<file path="src/rtl/operand_pkg.sv">
`default_nettype none
// +-----------------------------------------------------------------------------
// | operand_pkg : functype codes, skid-buffer states, sign-extend/broadcast helpers
// | Revision    : 1.0
// +-----------------------------------------------------------------------------
package operand_pkg;

   localparam logic [3:0] VADD = 4'd0;
   localparam logic [3:0] VDOT = 4'd1;
   localparam logic [3:0] SMUL = 4'd2;
   localparam logic [3:0] SST  = 4'd3;
   localparam logic [3:0] VLD  = 4'd4;
   localparam logic [3:0] VST  = 4'd5;
   localparam logic [3:0] SLL  = 4'd6;
   localparam logic [3:0] SLH  = 4'd7;
   localparam logic [3:0] J    = 4'd8;
   localparam logic [3:0] NOP  = 4'hF;

   // Helpers work on fixed maximum widths; callers size-cast the result down.
   localparam int MAX_SW    = 64;
   localparam int MAX_LANES = 256;
   localparam int MAX_VW    = 4096;

   typedef enum logic [1:0] {
      ST_EMPTY = 2'd0,
      ST_ONE   = 2'd1,
      ST_TWO   = 2'd2
   } skid_state_e;

   function automatic logic [MAX_SW-1:0] sext(input logic [MAX_SW-1:0] v,
                                              input int unsigned        from_w);
      logic [MAX_SW-1:0] m;
      m = {MAX_SW{1'b1}} << from_w;
      if (((v >> (from_w - 1)) & MAX_SW'(1)) != '0)
         return v | m;
      else
         return v & ~m;
   endfunction

   function automatic logic [MAX_VW-1:0] broadcast(input logic [MAX_SW-1:0] s,
                                                   input int unsigned        lanes,
                                                   input int unsigned        lane_w);
      logic [MAX_VW-1:0] r;
      logic [MAX_VW-1:0] e;
      r = '0;
      e = MAX_VW'(s & ((MAX_SW'(1) << lane_w) - MAX_SW'(1)));
      for (int unsigned i = 0; i < MAX_LANES; i++) begin
         if (i < lanes)
            r = r | (e << (i * lane_w));
      end
      return r;
   endfunction

endpackage
`default_nettype wire

</file>
<file path="src/rtl/operand_select.sv">
`default_nettype none
// +-----------------------------------------------------------------------------
// | operand_select : combinational op1/op2 picker per functype
// | Revision       : 1.0
// +-----------------------------------------------------------------------------
module operand_select
   import operand_pkg::*;
#(
   parameter int LANES  = 16,
   parameter int LANE_W = 16,
   parameter int OFF_W  = 6,
   parameter int IMM_W  = 8
) (
   input  logic [3:0]              functype,
   input  logic [LANES*LANE_W-1:0] vdata1,
   input  logic [LANES*LANE_W-1:0] vdata2,
   input  logic [LANE_W-1:0]       sdata1,
   input  logic [LANE_W-1:0]       sdata2,
   input  logic [IMM_W-1:0]        imm,
   input  logic [OFF_W-1:0]        offset,
   input  logic [LANE_W-1:0]       pc,
   output logic [LANES*LANE_W-1:0] op1,
   output logic [LANES*LANE_W-1:0] op2
);

   localparam int VW = LANES * LANE_W;

   always_comb begin
      op1 = '0;
      op2 = '0;
      case (functype)
         VADD, VDOT: begin
            op1 = vdata1;
            op2 = vdata2;
         end
         SMUL: begin
            op1 = vdata1;
            op2 = VW'(broadcast(MAX_SW'(sdata2), LANES, LANE_W));
         end
         VLD, VST, SST: begin
            op1 = VW'(sdata1);
            op2 = VW'(LANE_W'(sext(MAX_SW'(offset), OFF_W)));
         end
         SLL, SLH: begin
            op1 = VW'(sdata1);
            op2 = VW'(imm);
         end
         J: begin
            op1 = VW'(pc);
            op2 = VW'(LANE_W'(sext(MAX_SW'(imm), IMM_W)));
         end
         default: ;
      endcase
   end

endmodule
`default_nettype wire

</file>
<file path="src/rtl/operand_issue.sv">
`default_nettype none
// +-----------------------------------------------------------------------------
// | operand_issue : registered operand picker with 2-entry skid buffer.
// | Optional writeback bypass: OPERAND_ISSUE_BYPASS_EN.      Revision : 1.0
// +-----------------------------------------------------------------------------
module operand_issue
   import operand_pkg::*;
#(
   parameter int LANES  = 16,
   parameter int LANE_W = 16,
   parameter int OFF_W  = 6,
   parameter int IMM_W  = 8,
   parameter int RA_W   = 3
) (
   input  logic                    clk,
   input  logic                    rst_n,
   input  logic                    in_valid,
   output logic                    in_ready,
   input  logic [3:0]              functype,
   input  logic [LANES*LANE_W-1:0] vdata1,
   input  logic [LANES*LANE_W-1:0] vdata2,
   input  logic [LANE_W-1:0]       sdata1,
   input  logic [LANE_W-1:0]       sdata2,
   input  logic [RA_W-1:0]         vsrc1,
   input  logic [RA_W-1:0]         vsrc2,
   input  logic [RA_W-1:0]         ssrc1,
   input  logic [RA_W-1:0]         ssrc2,
   input  logic [IMM_W-1:0]        imm,
   input  logic [OFF_W-1:0]        offset,
   input  logic [LANE_W-1:0]       pc,
   input  logic                    wb_en,
   input  logic                    wb_is_vec,
   input  logic [RA_W-1:0]         wb_addr,
   input  logic [LANES*LANE_W-1:0] wb_data,
   output logic                    out_valid,
   input  logic                    out_ready,
   output logic [3:0]              out_func,
   output logic [LANES*LANE_W-1:0] op1,
   output logic [LANES*LANE_W-1:0] op2
);

   localparam int VW = LANES * LANE_W;

   logic [VW-1:0]     src_vdata1, src_vdata2;
   logic [LANE_W-1:0] src_sdata1, src_sdata2;
   logic [VW-1:0]     sel_op1, sel_op2;

`ifdef OPERAND_ISSUE_BYPASS_EN
   // Forward the in-flight writeback into the sources so selection sees it.
   always_comb begin
      src_vdata1 = vdata1;
      src_vdata2 = vdata2;
      src_sdata1 = sdata1;
      src_sdata2 = sdata2;
      if (wb_en && wb_is_vec && (wb_addr == vsrc1))   src_vdata1 = wb_data;
      if (wb_en && wb_is_vec && (wb_addr == vsrc2))   src_vdata2 = wb_data;
      if (wb_en && !wb_is_vec && (wb_addr == ssrc1))  src_sdata1 = wb_data[LANE_W-1:0];
      if (wb_en && !wb_is_vec && (wb_addr == ssrc2))  src_sdata2 = wb_data[LANE_W-1:0];
   end
`else
   logic unused_bypass;
   assign unused_bypass = ^{wb_en, wb_is_vec, wb_addr, wb_data, vsrc1, vsrc2, ssrc1, ssrc2};
   assign src_vdata1 = vdata1;
   assign src_vdata2 = vdata2;
   assign src_sdata1 = sdata1;
   assign src_sdata2 = sdata2;
`endif

   operand_select #(
      .LANES  (LANES),
      .LANE_W (LANE_W),
      .OFF_W  (OFF_W),
      .IMM_W  (IMM_W)
   ) u_select (
      .functype (functype),
      .vdata1   (src_vdata1),
      .vdata2   (src_vdata2),
      .sdata1   (src_sdata1),
      .sdata2   (src_sdata2),
      .imm      (imm),
      .offset   (offset),
      .pc       (pc),
      .op1      (sel_op1),
      .op2      (sel_op2)
   );

   skid_state_e   state_q, state_d;
   logic [VW-1:0] main_op1_q, main_op1_d, main_op2_q, main_op2_d;
   logic [VW-1:0] skid_op1_q, skid_op1_d, skid_op2_q, skid_op2_d;
   logic [3:0]    main_func_q, main_func_d, skid_func_q, skid_func_d;
   logic          accept, drain;

   assign in_ready  = (state_q != ST_TWO);
   assign out_valid = (state_q != ST_EMPTY);
   assign out_func  = main_func_q;
   assign op1       = main_op1_q;
   assign op2       = main_op2_q;
   assign accept    = in_valid & in_ready;
   assign drain     = out_valid & out_ready;

   always_comb begin
      state_d     = state_q;
      main_op1_d  = main_op1_q;
      main_op2_d  = main_op2_q;
      main_func_d = main_func_q;
      skid_op1_d  = skid_op1_q;
      skid_op2_d  = skid_op2_q;
      skid_func_d = skid_func_q;
      case (state_q)
         ST_EMPTY: begin
            if (accept) begin
               main_op1_d  = sel_op1;
               main_op2_d  = sel_op2;
               main_func_d = functype;
               state_d     = ST_ONE;
            end
         end
         ST_ONE: begin
            if (accept && drain) begin
               main_op1_d  = sel_op1;
               main_op2_d  = sel_op2;
               main_func_d = functype;
            end else if (accept) begin
               skid_op1_d  = sel_op1;
               skid_op2_d  = sel_op2;
               skid_func_d = functype;
               state_d     = ST_TWO;
            end else if (drain) begin
               state_d     = ST_EMPTY;
            end
         end
         ST_TWO: begin
            if (drain) begin
               main_op1_d  = skid_op1_q;
               main_op2_d  = skid_op2_q;
               main_func_d = skid_func_q;
               state_d     = ST_ONE;
            end
         end
         default: state_d = ST_EMPTY;
      endcase
   end

   always_ff @(posedge clk or negedge rst_n) begin
      if (!rst_n) begin
         state_q     <= ST_EMPTY;
         main_op1_q  <= '0;
         main_op2_q  <= '0;
         main_func_q <= NOP;
         skid_op1_q  <= '0;
         skid_op2_q  <= '0;
         skid_func_q <= NOP;
      end else begin
         state_q     <= state_d;
         main_op1_q  <= main_op1_d;
         main_op2_q  <= main_op2_d;
         main_func_q <= main_func_d;
         skid_op1_q  <= skid_op1_d;
         skid_op2_q  <= skid_op2_d;
         skid_func_q <= skid_func_d;
      end
   end

endmodule
`default_nettype wire

</file>
<file path="config.mk">
export PLATFORM = sky130hd
export DESIGN_NAME = operand_issue
export DESIGN_NICKNAME = d
export VERILOG_FILES = /design/src/rtl/operand_pkg.sv /design/src/rtl/operand_select.sv /design/src/rtl/operand_issue.sv
export SDC_FILE = /design/constraint.sdc
export NUM_CORES = 2
export LEC_CHECK = 0
export ABC_CLOCK_PERIOD_IN_PS = 1980
export CAP_MARGIN = 10
export CORE_AREA = 2 2 537 539
export DETAILED_ROUTE_END_ITERATION = 10
export DIE_AREA = 0 0 539 541
export DONT_BUFFER_PORTS = 1
export HOLD_SLACK_MARGIN = 0.12
export PLACE_DENSITY = 0.33
export SYNTH_ARGS = -nofsm -noshare
export SYNTH_HDL_FRONTEND = slang
export SYNTH_SLANG_ARGS = --single-unit
</file>
<file path="constraint.sdc">
create_clock -name clk -period 1.98 [get_ports clk]
set_clock_uncertainty 0.2 [all_clocks]
set_input_delay 0.099 -clock clk [delete_from_list [all_inputs] [get_ports clk]]
set_output_delay 0.099 -clock clk [all_outputs]
set_load 0.02 [all_outputs]
</file>
==> flow_metrics.py <==
metrics = {
    "finish": {
        "final_util": 0.258,
        "syn2layout_area_growth_pct": 54.4,
        "final_cell_mix": "1745 x nand2_1, 1342 x dlygate4sd3_1, 1025 x dfrtp_1, 483 x nand3_1, 257 x nand2b_1",
        "final_cells": 10800,
        "final_common_cell": "nand2_1",
        "drive_above_1_share": 0.0921,
        "fin_nets": 7745,
    },
    "sta": {
        "setup_slack_ns": -0.181,
        "finalSetupViolCount": 508,
        "fin_crit_ns": 2.16,
        "setup-tns-final_ns": -31.38,
        "max_slew_margin": 0.289,
        "slew_violations": 0,
        "grt_setup_unrepaired": "yes",
        "tightest_slew_ns": 1.07,
        "timing.hold.ws_ns": -1.18,
        "hold_viol": 789,
        "fin_crit_sh": 1.09,
        "fmax_mhz": 463,
    },
    "critical_path": {
        "arrival_ns": 2.61,
        "worstSetupStartpoint": "state_q[0]$_DFFE_PN0P_",
        "crit_fanout": 8,
        "crit_chain": "buf_6 > nand3b_1 > a21oi_4 > buf_12 > buf_16 > buf_16 > buf_12 > clkbuf_16 > a31oi_1",
        "cp_slowest_cell": "dfrtp_2",
        "path_class": "flip-flop to flip-flop",
        "endpoint_kind": "flip-flop",
        "ff2ff_path_depth": 9,
        "r2r_start": "state_q[0]$_DFFE_PN0P_",
        "slowest_delay_ns": 0.44,
        "cp.required_ns": 2.43,
        "worst_setup_path_start_kind": "flip-flop",
    },
    "place": {
        "dp.cells": 9127,
        "place_congestion": 0.802,
        "pre_cts_slack_ns": -1.59,
        "portBuffers": 0,
        "dp_hpwl_um": 154000,
    },
    "floorplan": {
        "rows": 197,
        "start_util": 0.167,
        "core_um2": 286000,
        "ios": 1373,
        "dieArea_um2": 292000,
        "die_x_um": 539,
        "die_h_um": 541,
    },
    "clock_network": {
        "cts_tree": "done",
        "cts-root-buf": "clkbuf_16",
        "numCtsBuffers": 144,
        "cts_htree_levels": 4,
        "ctsLongestPathBuffers": 4,
        "clock_latency_ns": 0.80,
        "clk_pin_slew_ns": 0.06,
        "clock_sinks": 1034,
    },
    "logic_synthesis": {
        "synth_xor_area_frac": 0,
        "syn_nets": 6334,
        "ys_ff_latch": 1034,
        "synth-adder-area-share": 0,
        "netlist.area_leader.share": 0.536,
        "avgSynthCellArea_um2": 8.75,
        "synth_edf_count": 0,
        "netlist.top_cell.by_area": "dfrtp_1",
        "synth.cell_area_um2": 47900,
        "synthesis.instances": 5479,
        "ys_warn_count": 0,
        "synthArstFlopShare": 1.00,
        "synthMuxAreaShare": 0.0533,
        "synth-simple-area-share": 0.252,
        "synth-compound-area-share": 0.106,
        "yosys-top-cells-area": "dfrtp_1 54%, nand2_1 14%, mux2i_1 5.3%",
        "yosysUniqueCellTypes": 49,
        "synth_top_family_by_area": "simple AND/OR/NAND/NOR gates",
        "yosys_most_used_dff": "dfrtp_1",
        "ys_seq_area_frac": 0.540,
    },
    "global_route": {
        "antenna_found_initial": 54,
        "grt_max_degree": 279,
        "grt_pass1_vias": 45300,
        "grt-ovfl-total": 0,
        "groute.usage.overall": 0.151,
        "grt_first_pass_wirelength_um": 330000,
    },
    "route": {
        "route.vias.total": 44800,
        "ant_nets": 0,
        "via_per_inst": 4.14,
        "routed_wl_um": 230000,
        "wl_per_cell_um": 21.3,
        "drt_iter0_drc": 2489,
        "drc_errors": 0,
        "dr.pass1.iters": 5,
    },
    "job": {
        "maxCapViolations": 0,
    },
    "pwr": {
        "p_per_area_nw_per_um2": 963,
        "ir_drop_v": 0.000541,
        "power_mw": 71.3,
        "p_leak_nw": 34.1,
    },
    "outcome": {
        "status": "complete, but fails checks",
        "violations": "hold timing, setup timing",
    },
    "min_path": {
        "holdCritPathClass": "primary input to asynchronous set/reset pin",
    },
}
==> final timing paths <==
check,to,slack (ns)
min,skid_op1_q[88]$_DFFE_PN0P_,-1.18
max reg2reg,op1[188]$_DFFE_PN0P_,-0.18
max in group asynchronous,op2[220]$_DFFE_PN0P_,0.01
min in group clk,state_q[1]$_DFFE_PN0P_,-0.77
min reg2reg,skid_func_q[2]$_DFFE_PN1P_,0.26
max,op1[188]$_DFFE_PN0P_,-0.18
==> power by group <==
part / internal (mW) / switching (mW)
registers: 25.0 / 6.67
logic: 6.26 / 7.41
clock network: 15.2 / 10.7
==> per-stage QoR <==
stage | instance area [µm²] | hold WS (ns)
after floorplan | 47900 | -0.397
after global placement | 54400 | -0.396
after detailed placement | 54400 | -0.396
after CTS | 73100 | -1.28
after global routing | 74000 | -1.25
final | 74000 | -1.18
==> cells by family (layout without fill, tap and decap cells) <==
logic type,Yosys count,after routing
compound gates,897,897
buf+inv,482,1988
flops,1034,1034
mux,255,255
other cells,0,41
simple gates,2811,2811
==> worst max-delay path: cells and delay by family (launching register included) <==
kind / cells / cell delay [ns]
AOI/OAI and AO/OA: 2 / 0.28
buffers and inverters: 6 / 0.85
and+or+nand+nor: 1 / 0.21
DFF: 1 / 0.44
==> routing by layer <==
| layer | track usage | up-vias | share of wire |
|---|---|---|---|
| met3 | 0.0530 | 279 | 0.086 |
| met2 | 0.252 | 1414 | 0.47 |
| met1 | 0.183 | 21900 | 0.42 |
| met5 | 0 | - | 0.00050 |
| met4 | 0.0426 | 18 | 0.027 |
| li1 | - | 21200 | - |
==> cell type report <==
type	instances	area [µm²]
diodes	41	103
clock buffers	207	4100
clock inverters	34	450
fillers	30900	212000
inverters	23	93.8
multi-input cells	3963	19900
flip-flops and latches	1034	25900
well taps	3781	4730
repair buffers	1724	18700
==> state kept, by name, summed over array words and instances (netlist names) <==
name and flops:
skid_func_q 4, state_q 2, skid_op2_q 256, out_func 4, op2 256, skid_op1_q 256, op1 256
==> cell usage after synthesis, types with 9 or more instances <==
master and count:
a21o_1 9, buf_4 45, o21ai_1 108, dfrtp_1 1026, clkbuf_1 149, inv_1 22, and3b_1 10, nor3b_1 9
a21oi_1 255, buf_1 9, nand2_1 1747, o22ai_1 15, nand3b_1 14, a31oi_1 260, buf_2 251, mux2i_1 255
o31ai_1 9, and2_1 10, nor2_1 256, a22oi_1 12, o41a_1 9, nand3_1 483, nand2b_1 259, o21ai_0 190
==> timing repair <==
action                                   CTS  global route
resized for setup                         43            67
pin swaps                                  2             1
setup buffers                             13            14
endpoints found under the setup margin  1219          1145
cloned                                    11            14
endpoints found under the hold margin   1625          1568
hold buffers                            1346             2
(Power assumes the default switching activity.)
